--- src/rtl/servo_slew_limiter_if.sv ---
// Command and position bus between the SPI command latch, the slew limiter and the PWM stage.
interface servo_slew_limiter_if;
    logic       cmd_valid;
    logic [7:0] cmd_x;
    logic [7:0] cmd_y;
    logic       cmd_ready;
    logic       frame_tick;
    logic [7:0] pos_x;
    logic [7:0] pos_y;
    logic       pos_valid;
    logic       moving;
    logic       wd_trip;

    modport master (
        output cmd_valid, cmd_x, cmd_y,
        input  cmd_ready, frame_tick, pos_x, pos_y, pos_valid, moving, wd_trip
    );

    modport slave (
        input  cmd_valid, cmd_x, cmd_y,
        output cmd_ready, frame_tick, pos_x, pos_y, pos_valid, moving, wd_trip
    );
endinterface

--- src/rtl/servo_slew_limiter.sv ---
// Once-per-frame slew limiter for X/Y servo angles; outputs never move more than STEP LSB per frame.
// Optional idle watchdog that parks both axes at HOME: define SLEW_WATCHDOG_EN.
module servo_slew_limiter #(
    parameter int unsigned CLK_HZ    = 48_000_000,
    parameter int unsigned FRAME_HZ  = 400,
    parameter int unsigned STEP      = 2,
    parameter logic [7:0]  HOME      = 8'd128,
    parameter int unsigned WD_FRAMES = 200
) (
    input logic                 CLK,
    input logic                 rst,
    servo_slew_limiter_if.slave bus
);

    localparam int unsigned FRAME_LEN = CLK_HZ / FRAME_HZ;
    localparam int unsigned CNT_W     = (FRAME_LEN > 1) ? $clog2(FRAME_LEN) : 1;
    localparam logic [CNT_W-1:0] LAST_CNT = CNT_W'(FRAME_LEN - 1);
    localparam logic signed [8:0] STEP_S  = 9'(STEP);
    localparam logic [7:0]        STEP_U  = 8'(STEP);

    generate
        if (FRAME_LEN < 4) begin : g_bad_frame_len
            $error("servo_slew_limiter: FRAME_LEN must be >= 4");
        end
        if (STEP < 1 || STEP > 255) begin : g_bad_step
            $error("servo_slew_limiter: STEP must be 1..255");
        end
        if (WD_FRAMES < 1) begin : g_bad_wd
            $error("servo_slew_limiter: WD_FRAMES must be >= 1");
        end
    endgenerate

    typedef enum logic [1:0] {IDLE, STEP_X, STEP_Y, PUBLISH} state_t;

    // Moves pos toward tgt by at most STEP; the 9-bit difference keeps 0 and 255 exact.
    function automatic logic [7:0] slew(input logic [7:0] pos, input logic [7:0] tgt);
        logic signed [8:0] d;
        d = signed'({1'b0, tgt}) - signed'({1'b0, pos});
        if (d <= STEP_S && d >= -STEP_S) slew = tgt;
        else if (d > 9'sd0)              slew = pos + STEP_U;
        else                             slew = pos - STEP_U;
    endfunction

    logic [CNT_W-1:0] frame_cnt;
    logic             tick;
    state_t           state;
    logic [7:0]       pos_x, pos_y, tgt_x, tgt_y;
    logic             pos_valid_q, moving_q;
    logic             xfer;

    assign tick          = (frame_cnt == LAST_CNT);
    assign bus.cmd_ready = (state == IDLE) & ~rst;
    assign xfer          = bus.cmd_valid & bus.cmd_ready;

    always_ff @(posedge CLK) begin
        if (rst || tick) frame_cnt <= '0;
        else             frame_cnt <= frame_cnt + 1'b1;
    end

`ifdef SLEW_WATCHDOG_EN
    localparam int unsigned WD_W = (WD_FRAMES > 1) ? $clog2(WD_FRAMES) : 1;
    localparam logic [WD_W-1:0] WD_LAST = WD_W'(WD_FRAMES - 1);
    logic [WD_W-1:0] idle_cnt;
    logic            wd_trip_q;
`endif

    always_ff @(posedge CLK) begin
        if (rst) begin
            state       <= IDLE;
            pos_x       <= HOME;
            pos_y       <= HOME;
            tgt_x       <= HOME;
            tgt_y       <= HOME;
            pos_valid_q <= 1'b0;
            moving_q    <= 1'b0;
`ifdef SLEW_WATCHDOG_EN
            idle_cnt    <= '0;
            wd_trip_q   <= 1'b0;
`endif
        end else begin
            // NOTE: non-blocking updates let PUBLISH compare against this cycle's pos/tgt,
            // and a same-cycle command load wins over nothing else in flight.
            pos_valid_q <= 1'b0;
            case (state)
                IDLE:    if (tick) state <= STEP_X;
                STEP_X:  begin
                    pos_x <= slew(pos_x, tgt_x);
                    state <= STEP_Y;
                end
                STEP_Y:  begin
                    pos_y       <= slew(pos_y, tgt_y);
                    pos_valid_q <= 1'b1;
                    state       <= PUBLISH;
                end
                PUBLISH: begin
                    moving_q <= (pos_x != tgt_x) || (pos_y != tgt_y);
                    state    <= IDLE;
                end
                default: state <= IDLE;
            endcase

            if (xfer) begin
                tgt_x    <= bus.cmd_x;
                tgt_y    <= bus.cmd_y;
                moving_q <= (pos_x != bus.cmd_x) || (pos_y != bus.cmd_y);
            end

`ifdef SLEW_WATCHDOG_EN
            // A command always clears the watchdog; otherwise count frames until parking.
            if (xfer) begin
                idle_cnt  <= '0;
                wd_trip_q <= 1'b0;
            end else if (tick && !wd_trip_q) begin
                if (idle_cnt == WD_LAST) begin
                    tgt_x     <= HOME;
                    tgt_y     <= HOME;
                    wd_trip_q <= 1'b1;
                end else begin
                    idle_cnt <= idle_cnt + 1'b1;
                end
            end
`endif
        end
    end

    assign bus.frame_tick = tick;
    assign bus.pos_x      = pos_x;
    assign bus.pos_y      = pos_y;
    assign bus.pos_valid  = pos_valid_q;
    assign bus.moving     = moving_q;
`ifdef SLEW_WATCHDOG_EN
    assign bus.wd_trip    = wd_trip_q;
`else
    assign bus.wd_trip    = 1'b0;
`endif

endmodule
--- src/flat_wrapper.sv ---
// flat-port wrapper written by rule: the top's interface ports become plain ports
module servo_slew_limiter_flat 
#(
    parameter int unsigned CLK_HZ    = 48_000_000,
    parameter int unsigned FRAME_HZ  = 400,
    parameter int unsigned STEP      = 2,
    parameter logic [7:0]  HOME      = 8'd128,
    parameter int unsigned WD_FRAMES = 200
)
  (CLK, rst, bus_cmd_valid, bus_cmd_x, bus_cmd_y, bus_cmd_ready, bus_frame_tick, bus_pos_x, bus_pos_y, bus_pos_valid, bus_moving, bus_wd_trip);
  servo_slew_limiter_if bus_i ();
  input logic CLK;
  input logic rst;
  input wire logic [$bits(bus_i.cmd_valid)-1:0] bus_cmd_valid;
  input wire logic [$bits(bus_i.cmd_x)-1:0] bus_cmd_x;
  input wire logic [$bits(bus_i.cmd_y)-1:0] bus_cmd_y;
  output wire logic [$bits(bus_i.cmd_ready)-1:0] bus_cmd_ready;
  output wire logic [$bits(bus_i.frame_tick)-1:0] bus_frame_tick;
  output wire logic [$bits(bus_i.pos_x)-1:0] bus_pos_x;
  output wire logic [$bits(bus_i.pos_y)-1:0] bus_pos_y;
  output wire logic [$bits(bus_i.pos_valid)-1:0] bus_pos_valid;
  output wire logic [$bits(bus_i.moving)-1:0] bus_moving;
  output wire logic [$bits(bus_i.wd_trip)-1:0] bus_wd_trip;
  assign bus_i.cmd_valid = bus_cmd_valid;
  assign bus_i.cmd_x = bus_cmd_x;
  assign bus_i.cmd_y = bus_cmd_y;
  assign bus_cmd_ready = bus_i.cmd_ready;
  assign bus_frame_tick = bus_i.frame_tick;
  assign bus_pos_x = bus_i.pos_x;
  assign bus_pos_y = bus_i.pos_y;
  assign bus_pos_valid = bus_i.pos_valid;
  assign bus_moving = bus_i.moving;
  assign bus_wd_trip = bus_i.wd_trip;
  servo_slew_limiter #(.CLK_HZ(CLK_HZ), .FRAME_HZ(FRAME_HZ), .STEP(STEP), .HOME(HOME), .WD_FRAMES(WD_FRAMES)) u_core (.CLK(CLK), .rst(rst), .bus(bus_i));
endmodule
--- config.mk ---
export PLATFORM = sky130hd
export DESIGN_NAME = servo_slew_limiter_flat
export DESIGN_NICKNAME = d
export VERILOG_FILES = /design/src/rtl/servo_slew_limiter_if.sv /design/src/rtl/servo_slew_limiter.sv /design/src/flat_wrapper.sv
export SDC_FILE = /design/constraint.sdc
export NUM_CORES = 1
export LEC_CHECK = 0
export BUFFER_PORTS_ARGS = -buffer_cell sky130_fd_sc_hd__clkbuf_2
export CORE_MARGIN = 2
export CORE_UTILIZATION = 64
export DETAILED_ROUTE_END_ITERATION = 6
export GPL_TIMING_DRIVEN = 0
export PLACE_DENSITY_LB_ADDON = 0.2
export SYNTH_ARGS = -nofsm -noshare
export SYNTH_HDL_FRONTEND = slang
export SYNTH_SLANG_ARGS = --single-unit
--- constraint.sdc ---
create_clock -name CLK -period 7.6 [get_ports CLK]
set_clock_uncertainty 0.1 [all_clocks]
set_input_delay 0.76 -clock CLK [delete_from_list [all_inputs] [get_ports CLK]]
set_output_delay 0.76 -clock CLK [all_outputs]
set_load 0.05 [all_outputs]
==> results.txt <==
----------------------------------------------------
[Clock network]
  Clock latency reported for the late side of the worst-skew pair ... 320 ps
  Number of post-CTS setup repair buffers ... 0
  Hold buffer count at CTS ... 0
  CTS root buffer ... sky130_fd_sc_hd__clkbuf_8
  CTS H-tree lvls ... 2
  Largest buffer count on any clock path ... 2
  Clock-pin slew of the registers on the worst-case setup and hold paths ... 100 ps
  TritonCTS buffer count ... 5
  # resized after CTS ... 0
  Count of clock tree sinks ... 53
  CTS tree ... done

[Power]
  Seq pwr share ... 26.3%
  PwrDens ... around 330 nW/µm²
  Post-layout power ... 1.35 mW
  Leak ... approximately 1.9 nW
  Worst vdd rail ir drop ... 0.251 mV
  Comb power frac ... between 60% and 70%
  Share of total power consumed by net switching ... a little under half
  Clock network fraction of design power ... 11.7%
  Switching power ... 0.627 mW
  Design internal power ... between 0.7 and 0.8 mW

[GRT]
  Number of antenna violations at the first check in global routing ... 0
  Largest net degree at the start of global routing ... 16
  Global-route wire length before repair ... 14000 µm
  Overall global routing resource usage ... between 20 and 30%
  Remaining global-route overflow ... 0
  Vias in the first global route ... roughly 3100

[STA]
  Post-layout minimum cycle time ... about 4600 ps
  Slew of the pin with the lowest slew margin ... between 900 and 1000 ps
  Final-report hold violation count ... 0
  Setup slack of the critical path after layout ... between 3000 and 4000 ps
  Worst Hold Slack ... around 370 ps
  Period utilization ... approximately three fifths
  Unrepaired setup endpoints after global routing ... false
  Slew Limit Fails ... 0
  Worst slew margin relative to its limit ... between 30% and 40%
  Aggregate negative setup slack ... 0 ps
  Max frequency ... 219 MHz
  Final setup vio count ... 0

[Worst setup path]
  Launching element type of the critical path ... flop
  Worst Path Arrival ... between 4000 and 5000 ps
  Data required time of the critical path ... 7710 ps
  Crit Path Max Fanout ... 7
  Capturing element type of the critical path ... flop
  Setup CP Type ... flop to flop

[Place]
  Placed insts ... 562
  Placement-stage worst setup slack ... around 3000 ps
  Area of placed instances ... between 4000 and 5000 µm²
  Total of buffers placed on input and output ports ... 38
  Detailed Place HPWL ... a little under 7000 µm
  RePlAce Congestion ... about 0.9

[Drt]
  Starting DRC count in detailed routing ... ~170
  Highest routing layer actually used ... met4
  Total vias in the final route ... around 3300
  Drc violations ... 0
  Total met2 wirelength after detailed routing ... between 4000 and 5000 µm
  First drt pass iteration count ... 4
  Post-route ant nets ... 0
  Routed vias/inst ... around 5.7
  Average detailed-routed wire length per instance ... about 15 µm
  Total Wirelength ... 8580 µm
  Length of routed met3 wiring ... roughly 460 µm
  Routed metal-1 wirelength ... 3760 µm

[Synthesis]
  Cell with the most instances after synthesis ... sky130_fd_sc_hd__dfxtp_1
  Share of synthesized flip-flops with an asynchronous set or reset ... 0%
  Warning count from the yosys run ... 0
  Distinct cells, synth ... 55
  Main flop type after synthesis ... sky130_fd_sc_hd__dfxtp_1
  Share of the yosys chip area belonging to registers ... between 20% and 30%
  Largest cells by area after synthesis ... sky130_fd_sc_hd__dfxtp_1 28%, sky130_fd_sc_hd__ha_1 11%, sky130_fd_sc_hd__xor2_1 7.9%
  Yosys top cell by area ... sky130_fd_sc_hd__dfxtp_1
  Top-area cell type share of the netlist area ... 28.1%
  Total of flip-flops plus latches after synthesis ... between 50 and 60
  Count of flip-flops with a built-in enable after synthesis ... 0
  Mapped Nets ... approximately 500
  Top cells by instance count after synthesis ... 53 x sky130_fd_sc_hd__dfxtp_1, 42 x sky130_fd_sc_hd__nor2_1, 34 x sky130_fd_sc_hd__ha_1, 34 x sky130_fd_sc_hd__xor2_1
  Average cell area after synthesis ... around 8.4 µm²
  Number of instances in the synthesized netlist ... between 400 and 500
  Combined area of all synthesized cells ... ~3800 µm²

[Floorplan]
  Initial standard-cell utilization of the core ... 67.4%
  Die Span X ... ~81 µm
  Number of placement rows ... 27
  Die height ... between 80 and 90 µm
  Number of top-level pins ... 40
  Overall die area ... around 6500 µm²
  Core footprint ... around 5600 µm²

[Finish]
  # fillers ... 460
  Utilization after layout ... 73.9%
  Post-layout instance count excluding filler cells ... 570
  Antenna fix cells ... 0
  Design Area, Final ... roughly 4100 µm²
  Number of nets at the end of the flow ... between 500 and 600
  Layout-stage area growth over the synthesis result ... 9.63%
  Share of cells above drive strength 1 ... between 10 and 15%

[Min path]
  Worst hold path class ... flop to flop

[Flow run]
  Number of violations of the max-capacitance limit ... 0

[Outcome]
  Outcome ... finished, final reports clean

----------------------------------------------------
critical path, stage by stage, from the launching register on:
cell                        delay [ps]
sky130_fd_sc_hd__dfxtp_1           490
sky130_fd_sc_hd__inv_1             160
sky130_fd_sc_hd__ha_1              330
sky130_fd_sc_hd__nor2b_1           160
sky130_fd_sc_hd__o2111ai_1         280
sky130_fd_sc_hd__and4_1            260
sky130_fd_sc_hd__o2111ai_1         150
sky130_fd_sc_hd__o41ai_2           850
sky130_fd_sc_hd__ha_1              420
sky130_fd_sc_hd__a21o_1            190
sky130_fd_sc_hd__a21oi_1           220
sky130_fd_sc_hd__o21bai_1           90
sky130_fd_sc_hd__a21oi_1           200
sky130_fd_sc_hd__xor2_1            100
sky130_fd_sc_hd__nand4b_1          210
sky130_fd_sc_hd__a31o_2            250
layout by cell type (no fill, tap or decap), types with 3 or more instances in the layout:
master / count
sky130_fd_sc_hd__a21oi_1: 17
sky130_fd_sc_hd__nand4_1: 7
sky130_fd_sc_hd__clkbuf_1: 14
sky130_fd_sc_hd__and4_1: 4
sky130_fd_sc_hd__mux2i_1: 12
sky130_fd_sc_hd__buf_4: 3
sky130_fd_sc_hd__nor2_1: 42
sky130_fd_sc_hd__o22ai_1: 4
sky130_fd_sc_hd__a211oi_1: 11
sky130_fd_sc_hd__xnor2_1: 18
sky130_fd_sc_hd__o2111ai_1: 3
sky130_fd_sc_hd__o21ai_0: 23
sky130_fd_sc_hd__nor2b_1: 4
sky130_fd_sc_hd__a31oi_1: 4
sky130_fd_sc_hd__inv_1: 33
sky130_fd_sc_hd__or2_2: 4
sky130_fd_sc_hd__nand2_1: 33
sky130_fd_sc_hd__nand2b_1: 17
sky130_fd_sc_hd__fa_1: 4
sky130_fd_sc_hd__clkbuf_2: 38
sky130_fd_sc_hd__o31ai_1: 3
sky130_fd_sc_hd__or3_1: 5
sky130_fd_sc_hd__clkbuf_8: 5
sky130_fd_sc_hd__dfxtp_1: 53
sky130_fd_sc_hd__nand3_1: 8
sky130_fd_sc_hd__a21o_1: 8
sky130_fd_sc_hd__ha_1: 34
sky130_fd_sc_hd__nor4_1: 9
sky130_fd_sc_hd__nor3_1: 6
sky130_fd_sc_hd__and3_1: 5
sky130_fd_sc_hd__xor2_1: 34
registers in the layout, summed over array words and instances (netlist names):
register,cells
u_core.bus.pos_x,8
u_core.tgt_x,8
u_core.state,2
u_core.bus.pos_valid,1
u_core.bus.pos_y,8
u_core.tgt_y,8
u_core.bus.moving,1
u_core.frame_cnt,17
cell type report:
cell class,instances,area [µm²],area share [%]
well taps,72,90.1,2.17
clock inverters,1,7.51,0.181
inverters,33,124,2.99
multi-input cells,348,2510,60.5
flip-flops and latches,53,1060,25.6
clock buffers,7,76.3,1.84
plain buffers,18,88.8,2.14
repair buffers,38,190,4.59
logic make-up (layout without fill, tap and decap cells):
logic type / after synthesis / count (layout) / share of synthesized area (%)
compound gates: 90 / 90 / 16.0
mux: 13 / 13 / 3.48
xor+xnor: 52 / 52 / 12.0
simple gates: 154 / 154 / 21.3
other cells: 1 / 1 / 0.0992
fa+ha+maj: 38 / 38 / 13.4
flops: 53 / 53 / 28.1
buf+inv: 51 / 97 / 5.63
layer usage:
layer,GRT usage (%),vias up
met5,0,-
met2,47.9,93
met4,9.15,0
li1,-,1648
met3,4.89,17
met1,34.7,1494
final timing paths:
| path | startpoint | cells past startpoint | endpoint | slack [ps] |
|---|---|---|---|---|
| min reg2reg | u_core.frame_cnt[0]$_SDFF_PP0_ | 1 | u_core.frame_cnt[0]$_SDFF_PP0_ | 370 |
| max reg2reg | u_core.bus.pos_y[1]$_SDFFE_PP0P_ | 15 | u_core.bus.pos_y[7]$_SDFFE_PP1P_ | 3030 |
| min | u_core.frame_cnt[0]$_SDFF_PP0_ | 1 | u_core.frame_cnt[0]$_SDFF_PP0_ | 370 |
| max | u_core.bus.pos_y[1]$_SDFFE_PP0P_ | 15 | u_core.bus.pos_y[7]$_SDFFE_PP1P_ | 3030 |
power by group through the flow:
stage                     Clock [mW]  Combinational, mW  Sequential, mW
final                          0.158              0.840           0.356
after global placement             0              0.804           0.360
after global routing           0.167              0.929           0.360
after CTS                      0.160              0.835           0.355
after floorplan                    0              0.631           0.401
after detailed placement           0              0.830           0.361
Power figures use the tool's default switching activity.
